`config.mk`:
```
export PLATFORM = sky130hd
export DESIGN_NAME = bounce_painter_flat
export DESIGN_NICKNAME = d
export VERILOG_FILES = /design/src/rtl/demoman_pkg.sv /design/src/rtl/bounce_painter_if.sv /design/src/rtl/bounce_axis.sv /design/src/rtl/bounce_painter.sv /design/src/flat_wrapper.sv
export SDC_FILE = /design/constraint.sdc
export NUM_CORES = 1
export LEC_CHECK = 0
export CAP_MARGIN = 10
export CORE_ASPECT_RATIO = 0.7
export CORE_MARGIN = 4
export CORE_UTILIZATION = 51
export DETAILED_ROUTE_END_ITERATION = 10
export GPL_TIMING_DRIVEN = 0
export PLACE_DENSITY = 0.8
export SLEW_MARGIN = 30
export SYNTH_ARGS = -nofsm -noshare
export SYNTH_HDL_FRONTEND = slang
export SYNTH_SLANG_ARGS = --single-unit
```
`constraint.sdc`:
```
create_clock -name clock -period 4.1 [get_ports clock]
set_input_delay 0.615 -clock clock [delete_from_list [all_inputs] [get_ports clock]]
set_output_delay 0.615 -clock clock [all_outputs]
set_load 0.005 [all_outputs]
```
`src/rtl/demoman_pkg.sv`:
```
// Shared constants for the bounce painter: default VGA geometry, RGB332 colours
// and the 8-entry bounce palette.
package demoman_pkg;

    localparam int unsigned H_ACTIVE_DEFAULT = 640;
    localparam int unsigned V_ACTIVE_DEFAULT = 480;

    localparam logic [7:0] BLACK = 8'h00;
    localparam logic [7:0] WHITE = 8'hFF;
    localparam logic [7:0] RED   = 8'hE0;
    localparam logic [7:0] GREEN = 8'h1C;
    localparam logic [7:0] BLUE  = 8'h03;

    localparam int unsigned PALETTE_SIZE = 8;

    // Direction of travel along one axis; INC moves right (x) or down (y).
    typedef enum logic {
        DIR_INC = 1'b0,
        DIR_DEC = 1'b1
    } dir_t;

    function automatic logic [7:0] palette_color(input logic [2:0] idx);
        logic [7:0] c;
        case (idx)
            3'd0:    c = RED;
            3'd1:    c = 8'hFC;
            3'd2:    c = GREEN;
            3'd3:    c = 8'h1F;
            3'd4:    c = BLUE;
            3'd5:    c = 8'hE3;
            3'd6:    c = 8'h92;
            default: c = WHITE;
        endcase
        return c;
    endfunction

endpackage

```
`src/rtl/bounce_painter_if.sv`:
```
// Pixel bus between vga_driver and the painter: coordinates out, colour back.
// Free-running stream, one pixel per clock, no valid/ready: next_x/next_y are
// always meaningful and color_out is their colour one clock later.
interface bounce_painter_if;
    logic [9:0] next_x;
    logic [9:0] next_y;
    logic [7:0] color_out;

    modport master (output next_x, output next_y, input color_out);
    modport slave  (input next_x, input next_y, output color_out);
endinterface

```
`src/rtl/bounce_axis.sv`:
```
// One axis of the bouncing rectangle: position register plus travel direction,
// clamped to [0, LIM] and reversed on contact with either end.
module bounce_axis
    import demoman_pkg::*;
#(
    parameter int unsigned LIM   = 608,
    parameter int unsigned SPEED = 2,
    parameter int unsigned INIT  = 0
) (
    input  logic       clock,
    input  logic       reset,
    input  logic       step,
    output logic [9:0] pos,
    output logic       flip
);

    dir_t        dir_q;
    dir_t        dir_d;
    logic [9:0]  pos_d;
    logic [10:0] pos_w;
    logic [10:0] fwd_sum;

    // 11-bit arithmetic so pos+SPEED never wraps before the limit compare.
    assign pos_w   = {1'b0, pos};
    assign fwd_sum = pos_w + 11'(SPEED);

    always_comb begin
        pos_d = pos;
        dir_d = dir_q;
        flip  = 1'b0;
        if (step) begin
            if (dir_q == DIR_INC) begin
                if (fwd_sum >= 11'(LIM)) begin
                    pos_d = 10'(LIM);
                    dir_d = DIR_DEC;
                    flip  = 1'b1;
                end else begin
                    pos_d = fwd_sum[9:0];
                end
            end else begin
                if (pos_w <= 11'(SPEED)) begin
                    pos_d = '0;
                    dir_d = DIR_INC;
                    flip  = 1'b1;
                end else begin
                    pos_d = pos - 10'(SPEED);
                end
            end
        end
    end

    always_ff @(posedge clock) begin
        if (reset) begin
            pos   <= 10'(INIT);
            dir_q <= DIR_INC;
        end else begin
            pos   <= pos_d;
            dir_q <= dir_d;
        end
    end

endmodule

```
`src/rtl/bounce_painter.sv`:
```
// Colour generator for vga_driver: a solid rectangle that moves once per frame,
// bounces off the active-area edges and changes palette colour on each bounce.
module bounce_painter
    import demoman_pkg::*;
#(
    parameter int unsigned H_ACTIVE = H_ACTIVE_DEFAULT,
    parameter int unsigned V_ACTIVE = V_ACTIVE_DEFAULT,
    parameter int unsigned BOX_W    = 32,
    parameter int unsigned BOX_H    = 32,
    parameter int unsigned SPEED    = 2,
    parameter int unsigned INIT_X   = 0,
    parameter int unsigned INIT_Y   = 0,
    parameter logic [7:0]  BG_COLOR = WHITE
) (
    input  logic              clock,
    input  logic              reset,
    input  logic              enable,
    bounce_painter_if.slave   pix,
    output logic              frame_tick,
    output logic [9:0]        box_x,
    output logic [9:0]        box_y,
    output logic [15:0]       frame_count
);

    logic [9:0]  prev_y;
    logic [2:0]  idx;
    logic        frame_event;
    logic        step;
    logic        flip_x;
    logic        flip_y;

    logic [10:0] nx;
    logic [10:0] ny;
    logic [10:0] bx;
    logic [10:0] by;
    logic        in_active;
    logic        in_box;
    logic [7:0]  pixel_color;

    // The 479->480 transition only happens once per frame and lands in
    // vertical blanking, so moving the box here never tears the picture.
    assign frame_event = (prev_y == 10'(V_ACTIVE - 1)) && (pix.next_y == 10'(V_ACTIVE));
    assign step        = frame_event && enable;

    bounce_axis #(
        .LIM   (H_ACTIVE - BOX_W),
        .SPEED (SPEED),
        .INIT  (INIT_X)
    ) u_axis_x (
        .clock (clock),
        .reset (reset),
        .step  (step),
        .pos   (box_x),
        .flip  (flip_x)
    );

    bounce_axis #(
        .LIM   (V_ACTIVE - BOX_H),
        .SPEED (SPEED),
        .INIT  (INIT_Y)
    ) u_axis_y (
        .clock (clock),
        .reset (reset),
        .step  (step),
        .pos   (box_y),
        .flip  (flip_y)
    );

    always_comb begin
        nx        = {1'b0, pix.next_x};
        ny        = {1'b0, pix.next_y};
        bx        = {1'b0, box_x};
        by        = {1'b0, box_y};
        in_active = (nx < 11'(H_ACTIVE)) && (ny < 11'(V_ACTIVE));
        in_box    = (nx >= bx) && (nx <= bx + 11'(BOX_W - 1)) &&
                    (ny >= by) && (ny <= by + 11'(BOX_H - 1));
        if (!in_active) begin
            pixel_color = BLACK;
        end else if (in_box) begin
            pixel_color = palette_color(idx);
        end else begin
            pixel_color = BG_COLOR;
        end
    end

    always_ff @(posedge clock) begin
        if (reset) begin
            prev_y        <= '0;
            frame_tick    <= 1'b0;
            frame_count   <= '0;
            idx           <= '0;
            pix.color_out <= BLACK;
        end else begin
            prev_y        <= pix.next_y;
            frame_tick    <= frame_event;
            pix.color_out <= pixel_color;
            if (frame_event) begin
                frame_count <= frame_count + 16'd1;
            end
            // A corner hit flips both axes but still advances the colour once.
            if (flip_x || flip_y) begin
                idx <= idx + 3'd1;
            end
        end
    end

endmodule

```
`src/flat_wrapper.sv`:
```
// flat-port wrapper written by rule: the top's interface ports become plain ports
module bounce_painter_flat import demoman_pkg::*;
#(
    parameter int unsigned H_ACTIVE = H_ACTIVE_DEFAULT,
    parameter int unsigned V_ACTIVE = V_ACTIVE_DEFAULT,
    parameter int unsigned BOX_W    = 32,
    parameter int unsigned BOX_H    = 32,
    parameter int unsigned SPEED    = 2,
    parameter int unsigned INIT_X   = 0,
    parameter int unsigned INIT_Y   = 0,
    parameter logic [7:0]  BG_COLOR = WHITE
)
  (clock, reset, enable, frame_tick, box_x, box_y, frame_count, pix_next_x, pix_next_y, pix_color_out);
  bounce_painter_if pix_i ();
  input  logic clock;
  input  logic reset;
  input  logic enable;
  output logic frame_tick;
  output logic [9:0] box_x;
  output logic [9:0] box_y;
  output logic [15:0] frame_count;
  input wire logic [$bits(pix_i.next_x)-1:0] pix_next_x;
  input wire logic [$bits(pix_i.next_y)-1:0] pix_next_y;
  output wire logic [$bits(pix_i.color_out)-1:0] pix_color_out;
  assign pix_i.next_x = pix_next_x;
  assign pix_i.next_y = pix_next_y;
  assign pix_color_out = pix_i.color_out;
  bounce_painter #(.H_ACTIVE(H_ACTIVE), .V_ACTIVE(V_ACTIVE), .BOX_W(BOX_W), .BOX_H(BOX_H), .SPEED(SPEED), .INIT_X(INIT_X), .INIT_Y(INIT_Y), .BG_COLOR(BG_COLOR)) u_core (.clock(clock), .reset(reset), .enable(enable), .pix(pix_i), .frame_tick(frame_tick), .box_x(box_x), .box_y(box_y), .frame_count(frame_count));
endmodule
```
==> metrics.txt <==
core area=0.008074 mm2; # diodes=0; die width=118.3 um; Mapped Cells=542; crit-path cells=inv_1 > ha_1 > and2_1 > clkbuf_1 > nor2_1 > xnor2_1 > ha_1 > nand3_1 > nor4_1 > a211o_1 > a31oi_1 > a211oi_1 > a31oi_1; CTS tree=built; Worst-path clk slew=0.07 ns; Post-synth EDFFs=0; Post-DP HPWL=9.996 mm; Max Freq=281.3 MHz; RSZ-0062 raised after global routing=false; GRT Residual Overflow=0; Ys Warns=0; synth cell count leaders=56 x dfxtp_1, 52 x nor2_1, 50 x ha_1, 43 x a21oi_1; drt initial violations=396; crit start category=register; CTS Buffer Depth=2; Clk Tree Root Cell=clkbuf_16; post-synthesis cell type count=63; final wirelength=12.92 mm; Seq/Total Area, Yosys=25.82%; first drt pass iteration count=7; Vias/cell=6.226; cell taking the most area after synthesis=dfxtp_1; largest net degree at the start of global routing=18; worst vdd ir=0.1543 mV; CTS H-tree depth=2; total power=1156 uW; # DRC=0; GP Congestion=0.9543; Num CTS Buffers=5; Place WS=0.5404 ns; Hold Vio Cnt, Final=0; crit path DAT=3.70 ns; status=finished clean; Pwr per Cell Area=219.0 mW/mm2; share of synthesized registers carrying an async set or reset=0%; WL per Instance=18.05 um; CP bufs+invs=2; synth top area cells=dfxtp_1 26%, ha_1 14%, xnor2_1 6.3%, a21oi_1 5.0%, nor2_1 4.5%; Hold/Removal Path Class=register to register; Synth Flop Type=dfxtp_1; Max Cap Viol=0; Sink Count=56; Critical Path Sink Type=register; Hold Buf Count CTS=0; skew final=0.005327 ns; count leader, synth=dfxtp_1; I/O pin total=68; critical path's slowest cell=a211oi_1; Die Height=85.20 um; first-pass GRT wire length=20.71 mm; Post-CTS Setup Inserts=0; final net count=687; fraction of layout instances using a drive strength above 1=7.154%; Die ar.=0.01008 mm2; fin crit share=86.71%; Port Buffers=64; Starting Density=53.77%; post-route setup slack=0.5448 ns; share of the synthesized area in the top cell type=25.82%; #FFs+latches synth=56; pin slew with the least headroom to its limit=0.7903 ns; global-route usage over all layers=24.91%; vias in the first global route=4026; Final min period=3.555 ns; Netlist Area Pre-Place=0.004342 mm2; Post-Syn Area per Cell=8.010 um2; Skew-Pair Late Insertion Delay=0.30 ns; WS Path Type=register to register; row count=27; Area Growth Syn to Fin=21.61%; Rel. slew slack=46.87%; DRT antenna net count=0; final max-slew violation count=0; via count of the routed design=4458; Critical Path RT=4.24 ns; initial antenna violation count=0; worst stage delay on the critical path=0.62 ns; setup TNS=0 ns; Post-CTS Resized=0; leakage power=0.001891 uW; CP delay by family, top=compound AO/OA/AOI/OAI gates; Setup-failing EPs final=0; CP max FO=11
[logic make-up after synthesis]
kind of cell | after synthesis | synth area share, %
buf+inv | 59 | 6.196
mux | 7 | 1.700
other cells | 1 | 0.08637
fa+ha+maj | 50 | 14.41
xor+xnor | 34 | 6.859
simple gates | 204 | 25.39
compound gates | 131 | 19.54
flops | 56 | 25.82
[per-stage QoR]
step / std cells / hold slack [ns] / cell area (um2) / utilization [%]
floorplan: 543 / 0.4850 / 4345 / -
detailed placement: 708 / 0.5131 / 5112 / 63.32
global placement: 708 / 0.4947 / 5112 / 63.32
finish: 716 / 0.5226 / 5280 / 65.40
CTS: 716 / 0.5227 / 5280 / 65.40
global route: 716 / 0.5466 / 5280 / 65.40
[state kept, by name (all words and copies together), names as in the netlist]
name / count
u_core.frame_count: 16
u_core.prev_y: 10
u_core.u_axis_x.pos: 9
u_core.u_axis_y.pos: 9
u_core.pix.color_out: 6
u_core.idx: 3
u_core.frame_tick: 1
u_core.u_axis_x.dir_q: 1
u_core.u_axis_y.dir_q: 1
[worst min-delay path: cells and delay by family, from the launching register on]
family / cells / cell delay, ns
AND/OR/NAND/NOR: 1 / 0.08
flip-flops: 1 / 0.35
AO/OA/AOI/OAI: 1 / 0.05
[power breakdown]
part	total (uW)	internal [uW]	leakage (uW)	switching (uW)
Clock	494	291	0.0000815	202
Combinational	109	54.9	0.00135	53.7
Sequential	554	552	0.000455	2.31
Total	1160	898	0.00189	258
[worst paths after layout]
kind	from	to	slack, ns	depth (start not counted)
setup / recovery	u_core.u_axis_y.pos[1]	u_core.pix.color_out[3]	0.54	13
hold / removal	u_core.frame_count[1]	u_core.frame_count[1]	0.52	2
setup reg to reg	u_core.u_axis_y.pos[1]	u_core.pix.color_out[3]	0.54	13
hold reg to reg	u_core.frame_count[1]	u_core.frame_count[1]	0.52	2
[routing by layer]
metal	share of wire (%)	vias to the layer above	global-route usage, %
met2	42	215	36.08
met4	0.85	0	4.787
met3	9.1	10	5.996
met5	0	-	0
met1	48	2129	37.41
li1	-	2104	-
[layout by cell type (no fill, tap or decap), types with 4 or more instances in the layout]
| cell | Yosys | routed |
|---|---|---|
| a21oi_1 | 43 | 43 |
| o21a_1 | 4 | 4 |
| clkdlybuf4s50_1 | 0 | 64 |
| o211ai_1 | 8 | 8 |
| nor2b_1 | 15 | 15 |
| nor2_1 | 52 | 52 |
| clkbuf_1 | 13 | 14 |
| clkbuf_16 | 0 | 5 |
| a211oi_1 | 9 | 9 |
| a31oi_1 | 11 | 11 |
| xnor2_1 | 31 | 31 |
| buf_2 | 11 | 11 |
| nand3_1 | 13 | 13 |
| nand4_1 | 21 | 21 |
| buf_4 | 7 | 7 |
| nand2b_1 | 4 | 4 |
| or3_1 | 4 | 4 |
| o21ai_0 | 30 | 30 |
| and2_1 | 4 | 4 |
| mux2i_1 | 4 | 4 |
| nand2_1 | 31 | 31 |
| a21o_1 | 5 | 5 |
| dfxtp_1 | 56 | 56 |
| nor3_1 | 23 | 23 |
| ha_1 | 50 | 50 |
| and3_1 | 8 | 8 |
| nor4_1 | 10 | 10 |
| inv_1 | 23 | 23 |
[area by class of cell]
cell class / instances / area, um2
Tap cell: 101 / 126.4
Clock buffer: 6 / 128.9
Clock inverter: 2 / 38.79
Sequential cell: 56 / 1121
Multi-Input combinational cell: 428 / 2955
Fill cell: 678 / 2794
Timing Repair Buffer: 64 / 640.6
Buffer: 34 / 175.2
Inverter: 25 / 93.84
(Power assumes the default switching activity.)
